`src/rtl/fetch_sequencer.sv`:
```
// Instruction-fetch sequencer: drives PC next/freeze, the imem request handshake and the IF/ID register.
// Optional FETCH_PERF_EN macro enables the freeze-cycle counter on stall_cycles.
module fetch_sequencer #(
  parameter int unsigned INSTR_BYTES = 4
) (
  input  logic        clk,
  input  logic        reset,
  input  logic [31:0] pc,
  output logic [31:0] next_address,
  output logic        freeze,
  output logic        imem_req,
  output logic [31:0] imem_addr,
  input  logic        imem_ready,
  input  logic [31:0] imem_rdata,
  input  logic        hazard,
  input  logic        branch_taken,
  input  logic [31:0] branch_address,
  output logic        if_valid,
  output logic [31:0] if_instr,
  output logic [31:0] if_pc,
  output logic [31:0] stall_cycles
);

  typedef enum logic {REQ, HOLD} state_t;

  state_t      state;
  logic        redir_pend;
  logic [31:0] redir_addr;
  logic [31:0] buf_instr;
  logic [31:0] buf_pc;
  logic [31:0] seq_address;

  assign seq_address = pc + 32'(INSTR_BYTES);
  assign imem_addr   = pc;
  assign imem_req    = (state == REQ);

  // PC steering; anything not explicitly advancing keeps the PC frozen.
  always_comb begin
    freeze       = 1'b1;
    next_address = pc;
    if (!reset) begin
      case (state)
        REQ: begin
          if (imem_ready) begin
            if (branch_taken) begin
              freeze       = 1'b0;
              next_address = branch_address;
            end else if (redir_pend) begin
              freeze       = 1'b0;
              next_address = redir_addr;
            end else if (!hazard) begin
              freeze       = 1'b0;
              next_address = seq_address;
            end
          end
        end
        HOLD: begin
          if (branch_taken) begin
            freeze       = 1'b0;
            next_address = branch_address;
          end else if (!hazard) begin
            freeze       = 1'b0;
            next_address = seq_address;
          end
        end
        default: ;
      endcase
    end
  end

  always_ff @(posedge clk or posedge reset) begin
    if (reset) begin
      state      <= REQ;
      redir_pend <= 1'b0;
      redir_addr <= '0;
      buf_instr  <= '0;
      buf_pc     <= '0;
      if_valid   <= 1'b0;
      if_instr   <= '0;
      if_pc      <= '0;
    end else begin
      // A redirect always empties IF/ID, even if ID is stalled.
      if (branch_taken)
        if_valid <= 1'b0;
      case (state)
        REQ: begin
          if (!imem_ready) begin
            // Request stays up; remember the newest target until the response returns.
            if (branch_taken) begin
              redir_pend <= 1'b1;
              redir_addr <= branch_address;
            end
          end else if (branch_taken || redir_pend) begin
            redir_pend <= 1'b0;
          end else if (!hazard) begin
            if_valid <= 1'b1;
            if_instr <= imem_rdata;
            if_pc    <= pc;
          end else begin
            buf_instr <= imem_rdata;
            buf_pc    <= pc;
            state     <= HOLD;
          end
        end
        HOLD: begin
          if (branch_taken) begin
            buf_instr <= '0;
            buf_pc    <= '0;
            state     <= REQ;
          end else if (!hazard) begin
            if_valid <= 1'b1;
            if_instr <= buf_instr;
            if_pc    <= buf_pc;
            state    <= REQ;
          end
        end
        default: state <= REQ;
      endcase
    end
  end

`ifdef FETCH_PERF_EN
  logic [31:0] stall_count;

  always_ff @(posedge clk or posedge reset) begin
    if (reset)
      stall_count <= '0;
    else if (freeze)
      stall_count <= stall_count + 32'd1;
  end

  assign stall_cycles = stall_count;
`else
  assign stall_cycles = 32'd0;
`endif

endmodule

```
`config.mk`:
```
export PLATFORM = sky130hd
export DESIGN_NAME = fetch_sequencer
export DESIGN_NICKNAME = d
export VERILOG_FILES = /design/src/rtl/fetch_sequencer.sv
export SDC_FILE = /design/constraint.sdc
export NUM_CORES = 1
export LEC_CHECK = 0
export BUFFER_PORTS_ARGS = -buffer_cell sky130_fd_sc_hd__buf_2
export CORE_AREA = 3 3 178 111
export DETAILED_ROUTE_END_ITERATION = 8
export DIE_AREA = 0 0 181 114
export PLACE_DENSITY = 0.84
export SLEW_MARGIN = 20
export SYNTH_ARGS = -nofsm -noshare
export SYNTH_HDL_FRONTEND = slang
export SYNTH_SLANG_ARGS = --single-unit
```
`constraint.sdc`:
```
create_clock -name clk -period 11.66 [get_ports clk]
set_input_delay 2.332 -clock clk [delete_from_list [all_inputs] [get_ports clk]]
set_output_delay 2.332 -clock clk [all_outputs]
set_load 0.05 [all_outputs]
```
Word level (Yosys, flattened, before mapping)
Cells that the tools add are included.
W data, S select, Z words.
{ "word_totals": {"regBits": 163, "in_bits": 101, "output_inout_bits": 163, "elab_cells": 72} }
{ "classes": {"add_sub_neg": 1, "n_eq_ne": 8, "n_mux": 47, "bitwise_logic": 2, "reduce_logical": 6} }
{ "op_table": {"columns": ["cell", "n"], "rows": [
  ["$mux W32", 23],
  ["$pmux W32 S2", 5],
  ["$add A32 B3 Y32 const B", 1],
  ["$mux W1", 16],
  ["$ne A2 B2 Y1 const B", 5],
  ["$ne A2 B1 Y1 const B", 3],
  ["$pmux W1 S2", 3],
  ["$reduce_and A3 Y1", 2],
  ["$reduce_and A5 Y1", 1],
  ["$reduce_and A4 Y1", 1],
  ["$not A1 Y1", 2],
  ["$reduce_bool A2 Y1", 1],
  ["$logic_or A1 B1 Y1", 1]
]} }

Logic depth before layout (Yosys ltp)
Gate-level depths: netlist of run 1.
{ "logic_depth": {"ltp_word": 7, "mapped_depth": 9, "depth_no_buf": 6} }

Least setup slack after synthesis of run 1
OpenSTA, ideal clock, no wires.
{ "synth_path": {"path_type": "input -> output", "startpoint": "input reset", "endpoint": "output next_address[11]", "arrival_time_ps": 8611, "t_required_ps": 9328, "setup_slack_ps": 717, "stages": 5, "path_buffers": 0, "path_cell_list": "clkinv_1 -> o21ai_0 -> or3_1 -> o21ai_0 -> nor3_1"} }
{ "synth_via": {"elab_chain_len": 1} }
{ "synth_rtl": {"columns": ["element", "line", "text"], "rows": [
  ["from (decl)", "7", "input logic reset,"],
  ["$mux W32", "41", "if (!reset) begin"],
  ["to (decl)", "9", "output logic [31:0] next_address,"]
]} }
No other way between the ends.

Worst setup path after layout of run 1
Same ends and word-level chain as after synthesis.

==> summary.md, run 1 <==
| Metric | Value |
|---|---|
| Status | `completed` |
| Fin crit period | `7.56 ns` |
| Final Setup Violations | `0` |
| Nets | `1385` |
| Synth Instances | `~1100` |
| DR WL/cell | `about 20 um` |
| GRT Total Usage | `28.9%` |
| Crit path kind | `input port to output pin` |
| Die ar. | `20600 um2` |
| Core box area | `18000 um2` |
| Slowest CP cell | `buf_4` |
| EDFF count, synth | `0` |
| DRC violations left | `0` |
| Layout cells sized above 1 | `26.2%` |
| # Max-Cap Violations | `0` |
| CTS H-tree depth | `4` |
| Initial antenna violation count | `0` |
| DRT Pass-1 Iters | `6` |
| Rows | `38` |
| Slew headroom | `31.9%` |
| Post-synthesis register bit count | `163` |
| Die Ht | `114 um` |
| Critical-path cell list | `buf_2, buf_4, inv_6, buf_4, o21ai_0, or3_1, o21ai_0, nor3_1, buf_2` |
| Sum Neg Setup Slack | `0 ns` |
| Post-synthesis cell type count | `76` |
| Mean Syn Cell Area | `between 8 and 9 um2` |
| Slew Viols, Final | `0` |
| Min-Delay Path Class | `flip-flop to flip-flop` |
| Via density | `6.06` |
| FF-to-FF path depth | `6` |
| Maximum vdd ir drop | `110 uV` |
| Total grt overflow | `0` |
| ANT cells | `0` |
| CP delay by family, top | `buffers and inverters` |
| CTS tree | `done` |
| FF-to-FF Start | `state` |
| Reg2reg end | `buf_pc[26]` |
| Slew at the pin closest to its max-slew limit | `a little over 1 ns` |
| Final core occ | `62.1%` |
| Setup bufs post-CTS | `0` |
| Pwr Total | `1.95 mW` |
| Syn. warnings | `0` |
| CP arrival | `~5.2 ns` |
| Placed Area | `10600 um2` |
| First-pass GRT wire length | `47500 um` |
| RSZ-0062 raised after global routing | `false` |
| Most frequent cells in the layout | `231 x buf_2, 228 x nand2_1, 162 x dfrtp_1` |
| Area grow syn2layout | `14.5%` |
| CTS Buf Count | `17` |
| Critical path capture point type | `output pin` |
| Worst Min Path Start | `buf_pc[13]` |
| DP HPWL | `21200 um` |
| I/O Buffers | `231` |
| P per Cell Area | `174 nW/um2` |
| PnR worst setup slack | `4.10 ns` |
| Register area share after synthesis | `a little over two fifths` |
| Crit path largest cell delay | `around 0.74 ns` |
| Antenna-violating nets left | `0` |
| Post-route cell area | `11200 um2` |
| Endpoint, Worst Hold | `buf_pc[13]` |
| Pin count of the biggest net entering global routing | `130` |
| Critical Path Fanout Max | `66` |
| Clock insertion delay at the later pin of the skew report | `around 0.42 ns` |
| CTS Buffer Depth | `2` |
| Final Hold Fails | `0` |
| Crit path required time | `9.33 ns` |
| Clock root cell | `clkbuf_16` |
| Worst slack at placement | `roughly 4.1 ns` |
| Via count | `9311` |
| Reg clk slew, reported paths | `roughly 0.060 ns` |
| Worst setup path startpoint | `reset` |
| Max Fclk | `132 MHz` |
| Starting Density | `54.2%` |
| Crit path launch type | `input port` |
| Gates resized, CTS repair | `0` |
| Most common cell after layout, fill and taps aside | `buf_2` |
| Vias in the first global route | `roughly 8600` |
| Synth Cell Area | `9770 um2` |
| Skew final | `between 0.015 and 0.02 ns` |
| Die X | `around 180 um` |
| Hold depth | `2` |
| Worst hold margin | `around 0.48 ns` |
| TritonCTS Sinks | `163` |
| Dpl cells | `1504` |
| Placer Congestion | `~1.0` |
| Cts hold-fix bufs | `0` |
| R2R Setup Slk | `roughly 8.4 ns` |
| Post-route insts no fill | `1536` |
| Pleak | `5.31 nW` |
| DRT Wirelength | `between 30000 and 40000 um` |
| Synth Flop Type | `dfrtp_1` |
| 1st-iter DRT viols | `1344` |
| FFs w/ async S/R, synth | `100%` |
| Io pins | `264` |
| Final period utilization | `64.9%` |
| Buffers & Inverters on Critical Path | `5` |
==> cell usage after synthesis (all sizes together), types with 10 or more instances <==
cell	number	area share, %
nand4	11	1.0
dfrtp	163	42
o22ai	14	0.90
and3	10	0.64
buf	119	7.7
o31ai	10	0.82
mux2i	10	1.0
inv	16	0.61
a21boi	57	4.4
nor2	37	1.4
nor3	17	1.0
o21ai	155	7.9
a21oi	53	2.7
clkbuf	33	1.3
nand2	232	9.0
mux2	37	4.3
nand3	23	1.2
==> worst reg2reg max path, stage by stage, from the launching register on <==
cell	delay (ns)
dfrtp_4	0.80
buf_4	0.65
nand2b_1	0.43
nor3_1	0.18
nor2_4	0.11
buf_6	0.59
o21ai_0	0.34
==> how the worst max path moves through the flow <==
| stage | endpoint | depth (start not counted) |
|---|---|---|
| 6_report | next_address[11] | 9 |
| 5_1_grt | next_address[2] | 9 |
| 4_1_cts | next_address[11] | 9 |
| 3_5_place_dp | next_address[11] | 9 |
| 3_3_place_gp | next_address[11] | 9 |
| 2_1_floorplan | next_address[11] | 5 |
==> layer usage <==
metal	wire length [um]	vias to the layer above	track usage [%]
met1	13100	4430	43.1
met2	13200	588	42.6
met4	399	0	4.92
met5	0	-	0
li1	-	4242	-
met3	3980	51	8.70
==> power by group <==
| group | total [mW] | internal [mW] | switching (mW) |
|---|---|---|---|
| combinational | 0.632 | 0.158 | 0.474 |
| clock | 0.564 | 0.294 | 0.271 |
| sequential | 0.756 | 0.687 | 0.0696 |
==> cell type report <==
type	count	area, um2
multi-input cells	840	4890
repair buffers	243	1250
fillers	1586	6830
inverters	18	72.6
clock inverters	14	153
well taps	240	300
clock buffers	18	439
flip-flops and latches	163	4080
==> cell families after synthesis <==
logic type / synth area share, %
adder cells (fa/ha/maj): 0.128
AND/OR/NAND/NOR: 18.5
flip-flops: 41.7
AO/OA/AOI/OAI: 24.0
multiplexers: 5.29
XOR/XNOR: 0.717
buffers and inverters: 9.63
other: 0.0384
==> registers in the layout, summed over array words and instances (netlist names) <==
name,cells
buf_pc,32
redir_pend,1
state,1
redir_addr,32
buf_instr,32
if_valid,1
if_instr,32
if_pc,32
(Power assumes the default switching activity.)
==> run 2, diff against run 1 <==
==> constraint.sdc (replaced) <==
create_clock -name clk -period 7.3 [get_ports clk]
set_input_delay 1.46 -clock clk [delete_from_list [all_inputs] [get_ports clk]]
set_output_delay 1.46 -clock clk [all_outputs]
set_load 0.05 [all_outputs]
==> run 2 against run 1 <==
Net effect:
- via count down 0.66%
- flip-flop and latch count unchanged
- cell area up 0.39%
- critical path type unchanged
- critical endpoint is now next_address[17]
- largest cell class unchanged
- highest routed layer unchanged
==> summary.md, run 2 (same netlist as run 1, synthesis figures left out) <==
| Metric | Value |
|---|---|
| Via count | `9250 (-0.66%)` |
| P per Cell Area | `282 nW/um2 (+61%)` |
| Register area | `4080 um2 (unchanged)` |
| Buffers & Inverters on Critical Path | `3 (-2)` |
| DRC violations left | `0 (unchanged)` |
| Setup bufs post-CTS | `0 (unchanged)` |
| Fin crit period | `5.27 ns` |
| Pwr Total | `3.16 mW (+62%)` |
| Placer Congestion | `0.996 (-0.27%)` |
| Die Ht | `114 um (unchanged)` |
| Most common cell after layout, fill and taps aside | `buf_2` |
| RSZ-0062 raised after global routing | `false` |
| DP HPWL | `22000 um (+3.7%)` |
| First-pass GRT wire length | `47600 um (+0.17%)` |
| Most numerous cell on the critical path | `buf_2` |
| Reg clk slew, reported paths | `0.07 ns (about the same)` |
| Area grow syn2layout | `15.0%` |
| Max Fclk | `190 MHz` |
| TritonCTS Sinks | `163 (unchanged)` |
| Post-route insts no fill | `1537 (+0.065%)` |
| Clock root cell | `clkbuf_16` |
| Status | `completed` |
| Crit path largest cell delay | `0.60 ns (-0.14 ns)` |
| Endpoint, Worst Hold | `buf_pc[29]` |
| Reg2reg end | `buf_pc[20]` |
| Starting Density | `54.2% (unchanged)` |
| Core box area | `18000 um2 (unchanged)` |
| Maximum vdd ir drop | `176 uV (+60%)` |
| Total grt overflow | `0 (unchanged)` |
| Clock insertion delay at the later pin of the skew report | `0.42 ns (about the same)` |
| Gates resized, CTS repair | `0 (unchanged)` |
| Crit path required time | `5.84 ns (-3.49 ns)` |
| # Max-Cap Violations | `0 (unchanged)` |
| CP arrival | `3.81 ns (-1.42 ns)` |
| CTS Buf Count | `17 (unchanged)` |
| Final period utilization | `72.3%` |
| Antenna-violating nets left | `0 (unchanged)` |
| Skew final | `0.0185 ns (-0.000507 ns)` |
| 1st-iter DRT viols | `1180 (-12%)` |
| Final Setup Violations | `0 (unchanged)` |
| Slowest CP cell | `or3b_2` |
| Most frequent cells in the layout | `231 x buf_2, 228 x nand2_1, 162 x dfrtp_1` |
| R2R Setup Slk | `4.07 ns (-4.34 ns)` |
| I/O Buffers | `231 (unchanged)` |
| Critical-path cell list | `buf_2, buf_4, or3b_2, a221oi_2, o22ai_1, a21oi_1, a221oi_1, buf_2` |
| Worst Min Path Start | `buf_pc[29]` |
| Critical Path Fanout Max | `26 (-61%)` |
| Hold depth | `2 (unchanged)` |
| Sum Neg Setup Slack | `0 ns (unchanged)` |
| DRT Wirelength | `31100 um (+1.3%)` |
| Pin count of the biggest net entering global routing | `130 (unchanged)` |
| Io pins | `264 (unchanged)` |
| Critical path capture point type | `output pin` |
| CTS H-tree depth | `4 (unchanged)` |
| Pleak | `5.32 nW (+0.37%)` |
| DRT Pass-1 Iters | `8 (+2)` |
| GRT Total Usage | `29.1% (+0.15 points)` |
| Final Hold Fails | `0 (unchanged)` |
| Dpl cells | `1505 (+0.066%)` |
| Slew headroom | `29.0% (-2.9 points)` |
| Nets | `1386 (+0.072%)` |
| CTS tree | `done` |
| Area occupied by multi-input gates | `4890 um2 (unchanged)` |
| FF-to-FF Start | `state` |
| CP delay by family, top | `buffers and inverters` |
| Die X | `181 um (unchanged)` |
| Layout cells sized above 1 | `26.2% (+0.057 points)` |
| Layout fillers | `1605 (+1.2%)` |
| ANT cells | `0 (unchanged)` |
| Cts hold-fix bufs | `0 (unchanged)` |
| Slew Viols, Final | `0 (unchanged)` |
| Vias in the first global route | `8469 (-1.6%)` |
| FF-to-FF path depth | `5 (-1)` |
| CTS Buffer Depth | `2 (unchanged)` |
| Crit path kind | `input port to output pin` |
| Slew at the pin closest to its max-slew limit | `1.06 ns (+0.0431 ns)` |
| Min-Delay Path Class | `flip-flop to flip-flop` |
| Crit path launch type | `input port` |
| DR WL/cell | `20.2 um (+1.2%)` |
| Die ar. | `20600 um2 (unchanged)` |
| Worst hold margin | `0.477 ns (+0.000445 ns)` |
| Initial antenna violation count | `0 (unchanged)` |
| Via density | `6.02 (-0.72%)` |
| Rows | `38 (unchanged)` |
-- run 2: cell types whose count changed in the layout (fill, tap and decap cells not counted), sizes merged --
cell / previous run / this run
clkinv: 6 / 7
clkbuf: 18 / 17
buf: 243 / 244
bufinv: 0 / 1
inv: 26 / 25
-- run 2: power breakdown --
part	switching, mW	internal [mW]
sequential	0.107	1.10
combinational	0.764	0.252
clock	0.441	0.503
-- run 2: area by class of cell --
class / instances / share of cell area (%)
tap: 240 / 2.67
sequential: 163 / 36.3
clock inverter: 15 / 1.80
timing repair buffer: 244 / 11.2
inverter: 18 / 0.646
multi-input combinational: 840 / 43.5
clock buffer: 17 / 3.79
-- run 2: worst reg2reg max path: stages, from the launching register on --
cell and delay, ns:
dfrtp_4 0.88, nand2b_1 0.41, nor3_1 0.17, nor2_4 0.55
buf_4 0.79, o21ai_0 0.27
-- run 2: metrics by stage --
step                      setup WS, ns  cell area, um2  utilization [%]
after detailed placement          2.12           10600             58.8
after global placement            2.20           10600             58.8
final                             2.03           11200             62.4
after floorplan                  0.537            9890                -
after global routing              1.95           11200             62.4
after CTS                         2.12           11200             62.3
-- run 2: routing by layer --
layer / vias up / global-route usage (%) / wire, um
met1: 4406 / 43.7 / 13600
met4: 0 / 5.32 / 318
met2: 564 / 42.9 / 13500
met3: 42 / 7.78 / 3630
li1: 4238 / - / -
met5: - / 0 / 0
-- run 2: worst max-delay path by stage --
| stage | slack [ns] | cells after the start | endpoint | start |
|---|---|---|---|---|
| global placement | 2.20 | 8 | next_address[17] | imem_ready |
| detailed placement | 2.12 | 8 | next_address[17] | imem_ready |
| floorplan | 0.54 | 5 | next_address[11] | reset |
| global route | 1.95 | 8 | next_address[17] | imem_ready |
| CTS | 2.12 | 8 | next_address[17] | imem_ready |
| finish | 2.03 | 8 | next_address[17] | imem_ready |
